===== src/rtl/key_pkg.sv =====
// key_input shared types and constants.
// KEY_LONG_PRESS_EN (see key_debounce_ch) enables the long-press pulse.
package key_pkg;

  typedef enum logic [1:0] {
    IDLE,
    PRESS_CHK,
    PRESSED,
    RELEASE_CHK
  } key_st_t;

  localparam int KEY_DEB_CYC_50M  = 1_000_000;
  localparam int KEY_LONG_CYC_50M = 50_000_000;

  localparam int KEY_DEB_CYC_SIM  = 8;
  localparam int KEY_LONG_CYC_SIM = 32;

  function automatic logic key_held(input key_st_t s);
    return (s == PRESSED) || (s == RELEASE_CHK);
  endfunction

endpackage


===== src/rtl/key_if.sv =====
// Key pins in, debounced level and event pulses out.
// slave = key_input block, master = board/pattern-logic side.
interface key_if #(
  parameter int KEY_NUM = 4
);

  logic [KEY_NUM-1:0] key_in;
  logic [KEY_NUM-1:0] key_state;
  logic [KEY_NUM-1:0] key_press;
  logic [KEY_NUM-1:0] key_release;
  logic [KEY_NUM-1:0] key_long;

  modport slave (
    input  key_in,
    output key_state,
    output key_press,
    output key_release,
    output key_long
  );

  modport master (
    output key_in,
    input  key_state,
    input  key_press,
    input  key_release,
    input  key_long
  );

endinterface


===== src/rtl/key_debounce_ch.sv =====
// One key channel: 2-flop sync, debounce FSM, optional hold counter.
// Hold counter / key_long built only with KEY_LONG_PRESS_EN defined.
module key_debounce_ch
  import key_pkg::*;
#(
  parameter int DEBOUNCE_CYC = KEY_DEB_CYC_50M,
  parameter int LONG_CYC     = KEY_LONG_CYC_50M
) (
  input  logic clk_i,
  input  logic rst_ni,
  input  logic key_i,
  output logic state_o,
  output logic press_o,
  output logic release_o,
  output logic long_o
);

  localparam int CW = $clog2(DEBOUNCE_CYC);
  localparam logic [CW-1:0] CNT_MAX = CW'(DEBOUNCE_CYC - 1);
  localparam logic [CW-1:0] CNT_ONE = CW'(1);

  logic [1:0]    sync_q;
  logic          sync;
  key_st_t       st_q, st_d;
  logic [CW-1:0] cnt_q, cnt_d;
  logic          state_q, state_d;
  logic          press_q, press_d;
  logic          rel_q, rel_d;

  assign sync = sync_q[1];

  // Sync flops idle at 1 so reset looks like a released key.
  always_ff @(posedge clk_i or negedge rst_ni) begin
    if (!rst_ni) begin
      sync_q <= 2'b11;
    end else begin
      sync_q <= {sync_q[0], key_i};
    end
  end

  always_ff @(posedge clk_i or negedge rst_ni) begin
    if (!rst_ni) begin
      st_q    <= IDLE;
      cnt_q   <= '0;
      state_q <= 1'b0;
      press_q <= 1'b0;
      rel_q   <= 1'b0;
    end else begin
      st_q    <= st_d;
      cnt_q   <= cnt_d;
      state_q <= state_d;
      press_q <= press_d;
      rel_q   <= rel_d;
    end
  end

  always_comb begin
    st_d    = st_q;
    cnt_d   = cnt_q;
    state_d = state_q;
    press_d = 1'b0;
    rel_d   = 1'b0;
    unique case (st_q)
      IDLE: begin
        if (!sync) begin
          st_d  = PRESS_CHK;
          cnt_d = CNT_ONE;
        end else begin
          cnt_d = '0;
        end
      end
      PRESS_CHK: begin
        if (sync) begin
          st_d  = IDLE;
          cnt_d = '0;
        end else if (cnt_q == CNT_MAX) begin
          st_d    = PRESSED;
          state_d = 1'b1;
          press_d = 1'b1;
          cnt_d   = '0;
        end else begin
          cnt_d = cnt_q + CNT_ONE;
        end
      end
      PRESSED: begin
        if (sync) begin
          st_d  = RELEASE_CHK;
          cnt_d = CNT_ONE;
        end
      end
      RELEASE_CHK: begin
        if (!sync) begin
          st_d  = PRESSED;
          cnt_d = '0;
        end else if (cnt_q == CNT_MAX) begin
          st_d    = IDLE;
          state_d = 1'b0;
          rel_d   = 1'b1;
          cnt_d   = '0;
        end else begin
          cnt_d = cnt_q + CNT_ONE;
        end
      end
      default: begin
        st_d  = IDLE;
        cnt_d = '0;
      end
    endcase
  end

  assign state_o   = state_q;
  assign press_o   = press_q;
  assign release_o = rel_q;

`ifdef KEY_LONG_PRESS_EN
  localparam int HW = $clog2(LONG_CYC + 1);
  localparam logic [HW-1:0] HOLD_MAX  = HW'(LONG_CYC);
  localparam logic [HW-1:0] HOLD_TRIG = HW'(LONG_CYC - 1);
  localparam logic [HW-1:0] HOLD_ONE  = HW'(1);

  logic [HW-1:0] hold_q, hold_d;
  logic          long_q, long_d;

  // Counts cycles since the press pulse; saturates so it fires once.
  always_comb begin
    hold_d = hold_q;
    long_d = 1'b0;
    if (!key_held(st_d)) begin
      hold_d = '0;
    end else if (key_held(st_q) && (hold_q != HOLD_MAX)) begin
      hold_d = hold_q + HOLD_ONE;
      long_d = (hold_q == HOLD_TRIG);
    end
  end

  always_ff @(posedge clk_i or negedge rst_ni) begin
    if (!rst_ni) begin
      hold_q <= '0;
      long_q <= 1'b0;
    end else begin
      hold_q <= hold_d;
      long_q <= long_d;
    end
  end

  assign long_o = long_q;
`else
  assign long_o = 1'b0;
`endif

endmodule


===== src/rtl/key_input.sv =====
// Debounced multi-key input: KEY_NUM independent key_debounce_ch lanes.
// Optional long-press pulse via KEY_LONG_PRESS_EN.
module key_input
  import key_pkg::*;
#(
  parameter int KEY_NUM      = 4,
  parameter int DEBOUNCE_CYC = KEY_DEB_CYC_50M,
  parameter int LONG_CYC     = KEY_LONG_CYC_50M
) (
  input  logic sys_clk,
  input  logic sys_rst_n,
  key_if.slave kif
);

  logic [KEY_NUM-1:0] state_w;
  logic [KEY_NUM-1:0] press_w;
  logic [KEY_NUM-1:0] rel_w;
  logic [KEY_NUM-1:0] long_w;

  for (genvar g = 0; g < KEY_NUM; g++) begin : g_ch
    key_debounce_ch #(
      .DEBOUNCE_CYC (DEBOUNCE_CYC),
      .LONG_CYC     (LONG_CYC)
    ) u_ch (
      .clk_i     (sys_clk),
      .rst_ni    (sys_rst_n),
      .key_i     (kif.key_in[g]),
      .state_o   (state_w[g]),
      .press_o   (press_w[g]),
      .release_o (rel_w[g]),
      .long_o    (long_w[g])
    );
  end

  assign kif.key_state   = state_w;
  assign kif.key_press   = press_w;
  assign kif.key_release = rel_w;
  assign kif.key_long    = long_w;

endmodule


===== src/flat_wrapper.sv =====
// flat-port wrapper written by rule: the top's interface ports become plain ports
module key_input_flat import key_pkg::*;
#(
  parameter int KEY_NUM      = 4,
  parameter int DEBOUNCE_CYC = KEY_DEB_CYC_50M,
  parameter int LONG_CYC     = KEY_LONG_CYC_50M
)
  (sys_clk, sys_rst_n, kif_key_in, kif_key_state, kif_key_press, kif_key_release, kif_key_long);
  key_if #(.KEY_NUM(KEY_NUM)) kif_i ();
  input  logic sys_clk;
  input  logic sys_rst_n;
  input wire logic [$bits(kif_i.key_in)-1:0] kif_key_in;
  output wire logic [$bits(kif_i.key_state)-1:0] kif_key_state;
  output wire logic [$bits(kif_i.key_press)-1:0] kif_key_press;
  output wire logic [$bits(kif_i.key_release)-1:0] kif_key_release;
  output wire logic [$bits(kif_i.key_long)-1:0] kif_key_long;
  assign kif_i.key_in = kif_key_in;
  assign kif_key_state = kif_i.key_state;
  assign kif_key_press = kif_i.key_press;
  assign kif_key_release = kif_i.key_release;
  assign kif_key_long = kif_i.key_long;
  key_input #(.KEY_NUM(KEY_NUM), .DEBOUNCE_CYC(DEBOUNCE_CYC), .LONG_CYC(LONG_CYC)) u_core (.sys_clk(sys_clk), .sys_rst_n(sys_rst_n), .kif(kif_i));
endmodule

===== config.mk =====
export PLATFORM = sky130hd
export DESIGN_NAME = key_input_flat
export DESIGN_NICKNAME = d
export VERILOG_FILES = /design/src/rtl/key_pkg.sv /design/src/rtl/key_if.sv /design/src/rtl/key_debounce_ch.sv /design/src/rtl/key_input.sv /design/src/flat_wrapper.sv
export SDC_FILE = /design/constraint.sdc
export NUM_CORES = 1
export LEC_CHECK = 0
export ABC_CLOCK_PERIOD_IN_PS = 4600
export CELL_PAD_IN_SITES_DETAIL_PLACEMENT = 1
export CELL_PAD_IN_SITES_GLOBAL_PLACEMENT = 2
export CORE_UTILIZATION = 35
export CTS_CLUSTER_DIAMETER = 150
export DETAILED_ROUTE_END_ITERATION = 10
export GPL_ROUTABILITY_DRIVEN = 0
export PLACE_DENSITY_LB_ADDON = 0.1
export SLEW_MARGIN = 10
export SYNTH_ARGS = -nofsm -noshare
export SYNTH_HDL_FRONTEND = slang
export SYNTH_SLANG_ARGS = --single-unit

===== constraint.sdc =====
create_clock -name sys_clk -period 4.6 [get_ports sys_clk]
set_input_delay 0.46 -clock sys_clk [delete_from_list [all_inputs] [get_ports sys_clk]]
set_output_delay 0.46 -clock sys_clk [all_outputs]
set_load 0.03 [all_outputs]

==> impl_metrics.yaml <==
synth:
  synth_area_leaders: "dfrtp_1 (44%), xor2_1 (4.8%), nor2_1 (4.7%)"
  ys_types: 62
  synth_compound_area_frac: 0.09117
  synth_warnings: 0
  synth_cells: 595
  yosys_register_bits: 108
  synth_top_area_frac: 0.4437
  netlist_top_cells_count: "dfrtp_1 (100), nor2_1 (70), nand2_1 (53)"
  synth_top_family_by_area: "simple AND/OR/NAND/NOR gates"
  synth_fa_ha_area_frac: 0.008873
  ys_async_sr_fraction: 1.000
  synth_largest_area_cell: "dfrtp_1"
  ys_seq_area_frac: 0.4809
  syn-cell-area_um2: 5640
  synthSimpleGateAreaFrac: 0.2948
  ys.flop_type: "dfrtp_1"
  synth-xor-area-share: 0.06832
  synthMuxAreaShare: 0.01065
  avgSynthCellArea_um2: 9.480
  synth_most_common_cell: "dfrtp_1"
  synth-edff-count: 0
sta:
  worst_clock_skew_ns: 0.006610
  max_slew_margin: 0.3024
  hold_violations: 0
  timing.setup.tns_ns: 0
  slew_violations: 0
  worst_hold_slack_ns: 0.2714
  fmax_mhz: 452.9
  fin_crit_ns: 2.208
  setup_viol: 0
  rsz0062_at_grt: "no"
  final.period_utilization: 0.4800
  worstMarginPinSlew_ns: 1.046
power:
  power_density_nw_per_um2: 296.2
  p_leak_nw: 2.534
  ir_drop_v: 0.0001862
setup_path:
  crit_path_top_delay_cell: "nor3_1"
  worstPathArrival_ns: 2.45
  critPathRequiredTime_ns: 4.84
  path_class: "register to register"
  crit_fanout: 5
  reg2reg_slack_ns: 2.39
  end_kind: "register"
  cp-endpoint: "u_core.g_ch[0].u_ch.cnt_q[8]$_DFFE_PN0N_"
  path_cells: "ha_1 > nand4_1 > or4_4 > nor3_1 > o31a_1 > o21ai_1"
  worstReg2RegEnd: "u_core.g_ch[0].u_ch.cnt_q[8]$_DFFE_PN0N_"
  crit_path_start: "u_core.g_ch[0].u_ch.cnt_q[0]$_DFFE_PN0N_"
  cpPeakStageDelay_ns: 0.53
  cp-start-kind: "register"
  rr_startpoint: "u_core.g_ch[0].u_ch.cnt_q[0]$_DFFE_PN0N_"
  r2r_cells: 6
place:
  io_buffers: 17
  hpwl_um: 9566
global_route:
  antenna_found_initial: 0
  grt_pass1_vias: 4492
  grt_max_degree: 81
  grt_pass1_wl_um: 22990
  global_route.overflow_total: 0
  grt_use_total: 0.1794
drt:
  vias: 4416
  wl_um: 13600
  drc: 0
  drt_iter0_drc: 207
  vias_per_cell: 5.405
  wl_per_cell_um: 16.64
  dr.pass1.iters: 5
  final_antenna_net_count: 0
cts:
  cts_tree: "built"
  cts_buffers: 9
  clk_pin_slew_ns: 0.07
  cts_root_buf: "clkbuf_16"
  ctsHoldBuffers: 0
  postCtsSetupBuffers: 0
  clock_path_buffers: 2
  htreeDepth: 3
  ctsResizeCount: 0
  insertion_delay_ns: 0.35
  numClockSinks: 108
floorplanning:
  die_y_um: 128.9
  die_area_um2: 16630
  start_util: 0.3564
  coreArea_um2: 15830
  fp.dieW_um: 128.9
  ios: 22
  num_rows: 46
layout:
  n_antenna_cell: 0
  layout-drive-gt1-share: 0.07654
  area_growth_pct: 10.09
  layout.nets: 606
flow_run:
  drv_cap: 0
worst_hold_path:
  holdCritPathClass: "primary input to async pin"
outcome:
  outcome: "completed"
==> worst max-delay path, delay by kind of cell, from the launching register on <==
| kind | cells | cell delay [ns] |
|---|---|---|
| simple gates | 3 | 1.20 |
| flops | 1 | 0.39 |
| compound gates | 2 | 0.29 |
| fa+ha+maj | 1 | 0.22 |
==> layout by cell type, fill, tap and decap left out, types with 3 or more instances in the layout <==
cell	synthesis	layout
a211oi_1	3	3
nor2_1	70	70
nand2b_1	8	8
a21o_1	6	6
nor4_1	11	11
dfrtp_1	100	100
nand2_1	53	53
nor3b_1	4	3
o31a_1	3	3
a21oi_1	10	10
buf_4	17	4
a22o_1	5	5
or3_1	14	14
clkdlybuf4s50_1	0	16
a31o_2	3	3
conb_1	1	4
a31oi_1	3	3
nor3_1	16	16
inv_1	13	13
nor4b_1	3	3
nand4_1	31	31
clkbuf_16	0	9
mux2i_1	6	6
xor2_1	31	31
and4_1	4	4
nor3b_2	2	3
and2_1	13	13
o21a_1	3	3
o21ai_0	25	25
and3_1	18	18
nand3_1	43	43
xnor2_1	13	13
ha_1	4	4
dfstp_2	8	8
==> power by group <==
part	internal, mW	leakage [nW]	total [mW]	switching (mW)
logic	0.0198	0.924	0.0729	0.0531
clock network	0.437	0.147	0.789	0.352
registers	0.962	1.46	0.977	0.0153
==> metal layers <==
metal,part of all wire,track usage,wire length (um)
met3,0.026,0.03617,358
met2,0.49,0.3065,6687
met4,0.014,0.05467,193
met1,0.47,0.2286,6357
met5,0,0,0
==> state kept, by name (all words and copies together) (netlist names), named ones only <==
register,cells
u_core.g_ch.u_ch.press_o,4
u_core.g_ch.u_ch.release_o,4
u_core.g_ch.u_ch.state_o,4
u_core.g_ch.u_ch.sync_q,8
u_core.g_ch.u_ch.cnt_q,80
u_core.g_ch.u_ch.st_q,4
==> how the worst min path moves through the flow <==
stage / end / slack (ns) / cells after the start
6_report: u_core.g_ch[2].u_ch.cnt_q[8]$_DFFE_PN0N_ / 0.27 / 1
2_1_floorplan: async pin / 0.16 / 0
3_3_place_gp: u_core.g_ch[0].u_ch.sync_q[1]$_DFF_PN1_ / 0.35 / 0
5_1_grt: u_core.g_ch[3].u_ch.sync_q[1]$_DFF_PN1_ / 0.37 / 0
4_1_cts: u_core.g_ch[2].u_ch.cnt_q[8]$_DFFE_PN0N_ / 0.35 / 1
3_5_place_dp: u_core.g_ch[0].u_ch.sync_q[1]$_DFF_PN1_ / 0.35 / 0
==> final cells by class <==
type,instances,area [um2]
flip-flops and latches,108,2713
multi-input cells,444,2693
repair buffers,20,190.2
clock inverters,4,48.80
well taps,216,270.3
clock buffers,12,246.5
fillers,1810,9618
inverters,13,48.80
==> metrics by stage <==
stage	utilization	total power [mW]	setup slack, ns	instances	cell area [um2]
after detailed placement	0.3737	1.072	2.368	801	5914
final	0.3923	1.840	2.392	817	6210
after global routing	0.3923	1.913	2.211	817	6210
after global placement	0.3737	1.069	2.431	801	5914
after floorplan	-	1.035	2.670	598	5652
after CTS	0.3923	1.867	2.367	817	6210
==> kinds of logic after synthesis <==
group                    after synthesis
multiplexers                           6
adder cells (fa/ha/maj)                4
buffers and inverters                 46
XOR/XNOR                              44
AO/OA/AOI/OAI                         77
flip-flops                           108
AND/OR/NAND/NOR                      309
other                                  1
Note: power is estimated with default switching activity, not from simulation.
==> RTL change 1: new RTL, config.mk and constraints unchanged <==
The package constant `KEY_DEB_CYC_50M` goes from 1_000_000 to 250_000.
--- a/src/rtl/key_pkg.sv
+++ b/src/rtl/key_pkg.sv
@@ -11,3 +11,3 @@
 
-  localparam int KEY_DEB_CYC_50M  = 1_000_000;
+  localparam int KEY_DEB_CYC_50M  = 250_000;
   localparam int KEY_LONG_CYC_50M = 50_000_000;
Check against the original RTL: same outputs for any inputs over 4 cycles, from zero or initial values and one cycle with sys_rst_n low; that may be too few to reach the edited logic, so the function may still have changed.
==> RTL change 1 against the unedited design <==
  * Sequential share of layout area decreased by 0.40 points
  * Worst setup slack got worse by 0.14 ns
  * Routed wire length decreased by 9.4%
  * Final cell count decreased by 8.6%
  * Area after synthesis decreased by 7.3%
  * Global-route usage decreased by 0.58 points
  * Critical path depth unchanged
  * Final area decreased by 6.5%
  * Combinational power decreased by 7.0%
  * Sequential cell count decreased by 8
  * Clock power increased by 7.4%
  * Utilization increased by 0.70 points
  * Power decreased by 1.0%
  * Critical path type unchanged
  * Critical endpoint is now u_core.g_ch[3].u_ch.cnt_q[8]
  * Largest cell class unchanged
  * Largest power group unchanged
==> RTL change 1: results (changes against the unedited design) <==
Clock network
  • Clock latency at the later pin of the worst-skew pair: 0.36 ns
  • Post-cts sizing count: 0 (unchanged)
  • Root Driver: clkbuf_16
  • Max clock buf depth: 2 (unchanged)
  • TritonCTS buffer count: 9 (unchanged)
  • Setup bufs post-CTS: 0 (unchanged)
  • CTS clk-pin slew, worst paths: 0.07 ns (about the same)
  • H-tree levels: 3 (unchanged)

Routing
  • Post-route ant nets: 0 (unchanged)
  • WL per Instance: 16.5 um (-0.89%)
  • Routed vias/inst: 5.46 (+1.1%)
  • Initial DRC count: 173 (-16%)
  • Drt pass-1 iters: 4 (-1)

Synth
  • Ys flop type: dfrtp_1
  • Synth Area in Adders: 0.957% (+0.069 points)
  • Synth cell types: 61 (-1.6%)
  • Synth top cells by count: dfrtp_1 (92), nand2_1 (57), nor2_1 (52)
  • Register area share after synthesis: 48.0% (-0.065 points)
  • Synth top area cells: dfrtp_1 (44%), nand3_1 (4.6%), nand2_1 (4.1%), dfstp_2 (4.0%), nor2_1 (3.7%)
  • Ys async rst share: 100% (unchanged)
  • Mux cell area share after synthesis: 0.765% (-0.30 points)
  • Synth Area in XOR/XNOR: 4.35% (-2.5 points)
  • Synth Area in Compound Gates: 11.3% (+2.1 points)

GRT
  • GRT Total Usage: 17.4% (-0.58 points)
  • Largest net degree at the start of global routing: 69 (-15%)
  • Number of global-route vias before repair: 4380 (-2.5%)
  • Global-route wire length before repair: 21.9 mm (-4.9%)
  • Initial antenna violation count: 0 (unchanged)

Final layout
  • Antenna diodes: 0 (unchanged)
  • # nets final: 568 (-6.3%)
  • Top flop regs: u_core.g_ch.u_ch.cnt_q: 72 flops, u_core.g_ch.u_ch.sync_q: 8 flops
  • Share of layout cells above drive strength 1: 7.99% (+0.34 points)
  • Fillers: 1685 (-6.9%)

STA
  • Max Clock Skew: 0.00898 ns (+0.00237 ns)
  • Fmax: 0.426 GHz (-5.9%)
  • Final setup vio count: 0 (unchanged)
  • Slew HR: 40.2% (+9.9 points)

Power
  • Leak: 2.40 nW (-5.4%)
  • Worst IR Drop VDD: 0.000182 V (-2.1%)

Setup path
  • Reg-to-Reg Start: u_core.g_ch[3].u_ch.cnt_q[0]
  • Worst r2r dst: u_core.g_ch[3].u_ch.cnt_q[8]
  • R2R depth: 6 (unchanged)
  • Worst-path fanout max: 11 (+6)
  • CP arrival: 2.56 ns (+0.11 ns)
  • Crit Path Class: reg -> reg

Worst hold path
  • Min-Delay Path Class: in -> async

Run status
  • Status: completed

Place
  • Pre-CTS setup slack: 2.26 ns (-0.105 ns)
  • # port buffers: 17 (unchanged)
  • DP Wirelength: 8.43 mm (-12%)
## RTL change 1: cell types whose count changed after synthesis, sizes merged, moves of 5 or more
cell,before,now
dfrtp,100,92
clkbuf,9,4
nand2,53,58
nand4,31,14
nand3,43,50
a211o,1,8
xor2,31,15
o21ai,28,34
nor2,72,53
## RTL change 1: per-layer routing
layer	global-route usage (%)	up-vias	share of wire [%]
met4	4.89	0	1.3
li1	-	1985	-
met3	4.30	10	2.6
met1	23.4	2047	50
met2	27.7	40	46
met5	0	-	0
## RTL change 1: cells by family after synthesis
logic type | after synthesis
AND/OR/NAND/NOR | 287
multiplexers | 4
other | 1
XOR/XNOR | 26
buffers and inverters | 39
adder cells (fa/ha/maj) | 4
flip-flops | 100
AO/OA/AOI/OAI | 91
## RTL change 1: area by class of cell
| cell class | count | area share, % |
|---|---|---|
| clock buffer | 11 | 4.18 |
| clock inverter | 5 | 1.47 |
| tap | 184 | 3.97 |
| timing repair buffer | 20 | 3.28 |
| inverter | 11 | 0.711 |
| sequential | 100 | 43.3 |
| multi-input combinational | 416 | 43.1 |
## RTL change 1: stage by stage
| stage | hold slack [ns] | std cells | utilization [%] | area [um2] |
|---|---|---|---|---|
| after floorplan | 0.164 | 555 | - | 5240 |
| after global placement | 0.345 | 731 | 37.7 | 5480 |
| after detailed placement | 0.348 | 731 | 37.7 | 5480 |
| after CTS | 0.267 | 747 | 39.9 | 5800 |
| after global routing | 0.314 | 747 | 39.9 | 5800 |
| final | 0.229 | 747 | 39.9 | 5800 |
## RTL change 1: worst min path at each step
stage,end,depth (start not counted),slack [ns]
after global routing,u_core.g_ch[3].u_ch.cnt_q[6],1,0.31
after floorplan,asynchronous set/reset pin,0,0.16
after global placement,u_core.g_ch[1].u_ch.sync_q[1],0,0.35
final,u_core.g_ch[3].u_ch.cnt_q[4],1,0.23
after detailed placement,u_core.g_ch[2].u_ch.sync_q[1],0,0.35
after CTS,u_core.g_ch[3].u_ch.cnt_q[6],1,0.27
## RTL change 1: where the power goes
part	internal (mW)	total [mW]	switching, mW
sequential	0.892	0.905	0.0138
clock	0.495	0.847	0.352
combinational	0.0194	0.0678	0.0484
## RTL change 1: critical path, cell delays in order, from the launching register on
cell and delay [ns]:
dfrtp_1 0.42, ha_1 0.23, nand3_2 0.14, nor4_1 0.48
a21oi_2 0.20, nor2_1 0.57, o21ai_1 0.16
==> RTL change 2: new RTL, same settings <==
Without the edit above. The 4 values of `key_st_t` get a one-hot encoding in 4 bits.
--- a/src/rtl/key_pkg.sv
+++ b/src/rtl/key_pkg.sv
@@ -4,7 +4,7 @@
 
-  typedef enum logic [1:0] {
-    IDLE,
-    PRESS_CHK,
-    PRESSED,
-    RELEASE_CHK
+  typedef enum logic [3:0] {
+    IDLE        = 4'b0001,
+    PRESS_CHK   = 4'b0010,
+    PRESSED     = 4'b0100,
+    RELEASE_CHK = 4'b1000
   } key_st_t;
Behaviour: no difference found for any inputs over 4 cycles, from zero or initial values and one cycle with sys_rst_n low; so few cycles prove little.
==> RTL change 2 against the unedited design <==
  * The run now ends with hold timing left
  * Non-clock buffer count grew 2
  * Area after synthesis grew 18%
  * Hold slack lost 0.28 ns
  * Final area grew 20%
  * Power grew 46%
  * Routed wire length grew 26%
  * Sequential share of layout area shrank 4.5 points
  * Global-route usage grew 0.79 points
  * Worst setup slack lost 0.80 ns
  * Sequential cell count grew 8
  * First-iteration DRC count shrank 1.9%
  * Largest cell class is now multi-input combinational cells
  * Highest routed layer unchanged
==> RTL change 2: results (changes against the unedited design) <==
Synth
  • Synth top cells by count: dfrtp_1 (104), nand2_1 (62), nor2_1 (54)
  • Synth Area in Compound Gates: 19.1% (+10 points)
  • Mux cell area share after synthesis: 1.83% (+0.76 points)
  • Register area share after synthesis: 43.9% (-4.2 points)
  • Synth top area cells: dfrtp_1 (39%), dfstp_2 (4.7%), a31oi_1 (3.8%), nand2_1 (3.5%), a21oi_1 (3.5%)

Setup path
  • Worst Setup EP: u_core.g_ch[2].u_ch.cnt_q[5]
  • Worst-path fanout max: 30 (+25)
  • Reg-to-Reg Start: u_core.g_ch[2].u_ch.st_q[1]
  • Worst r2r dst: u_core.g_ch[2].u_ch.cnt_q[5]
  • Crit-path slowest cell: o31a_1

GRT
  • Largest net degree at the start of global routing: 44 (-46%)

STA
  • Final hold vios: 3 (+3)
  • Fmax: 0.332 GHz (-27%)
  • WHS: -0.00542 ns (-0.277 ns)

Final layout
  • Area of the multi-input gates: 0.00335 mm2 (+24%)
  • Final clock-cell share: 8.55% (+3.8 points)
  • Invs w/o clock: 14 (+1)
  • Buffer share of cell area: 2.75% (-0.31 points)
  • Top flop regs: u_core.g_ch.u_ch.cnt_q: 80 flops, u_core.g_ch.u_ch.st_q: 16 flops, u_core.g_ch.u_ch.sync_q: 8 flops
  • Share of layout cells above drive strength 1: 8.79% (+1.1 points)
  • Bufs w/o clock: 22 (+10%)

Run status
  • Failing checks: hold timing
  • Status: finished, violations left

Power
  • Comb pwr share: 5.2% (+1.2 points)
  • Clock network power: 1.44 mW (+83%)
  • Worst IR Drop VDD: 0.000234 V (+26%)
  • Leak: 2.79 nW (+10%)
  • Net switching power: 623 uW (+48%)

Place
  • DP Wirelength: 11.4 mm (+19%)

Routing
  • Routed vias/inst: 5.85 (+8.3%)
-- RTL change 2: cell count changes after synthesis, moves of 9 or more --
cell and change:
o21ai_0 +11, a21oi_1 +36, a41oi_1 +12, nand2_1 +9, or3_1 -9, a31oi_1 +37
and2_1 -10, xor2_1 -25, nor2_1 -16, clkbuf_1 +39, nand4_1 -10
-- RTL change 2: per-stage QoR --
stage | cell area (um2) | worst slack [ns] | instances | total power, mW | utilization [%]
2_1_floorplan | 6650 | 2.08 | 747 | 1.21 | -
3_3_place_gp | 6810 | 1.71 | 930 | 1.26 | 36.5
3_5_place_dp | 6810 | 1.55 | 930 | 1.26 | 36.5
4_1_cts | 7440 | 1.58 | 962 | 2.73 | 39.9
5_1_grt | 7450 | 1.30 | 962 | 2.80 | 40.0
6_report | 7450 | 1.59 | 962 | 2.69 | 40.0
-- RTL change 2: per-layer routing --
layer	track usage [%]	vias up	wire length [um]
li1	-	2706	-
met1	24.7	2862	8360
met2	30.6	51	8190
met3	3.51	12	364
met4	6.94	0	231
met5	0	-	0
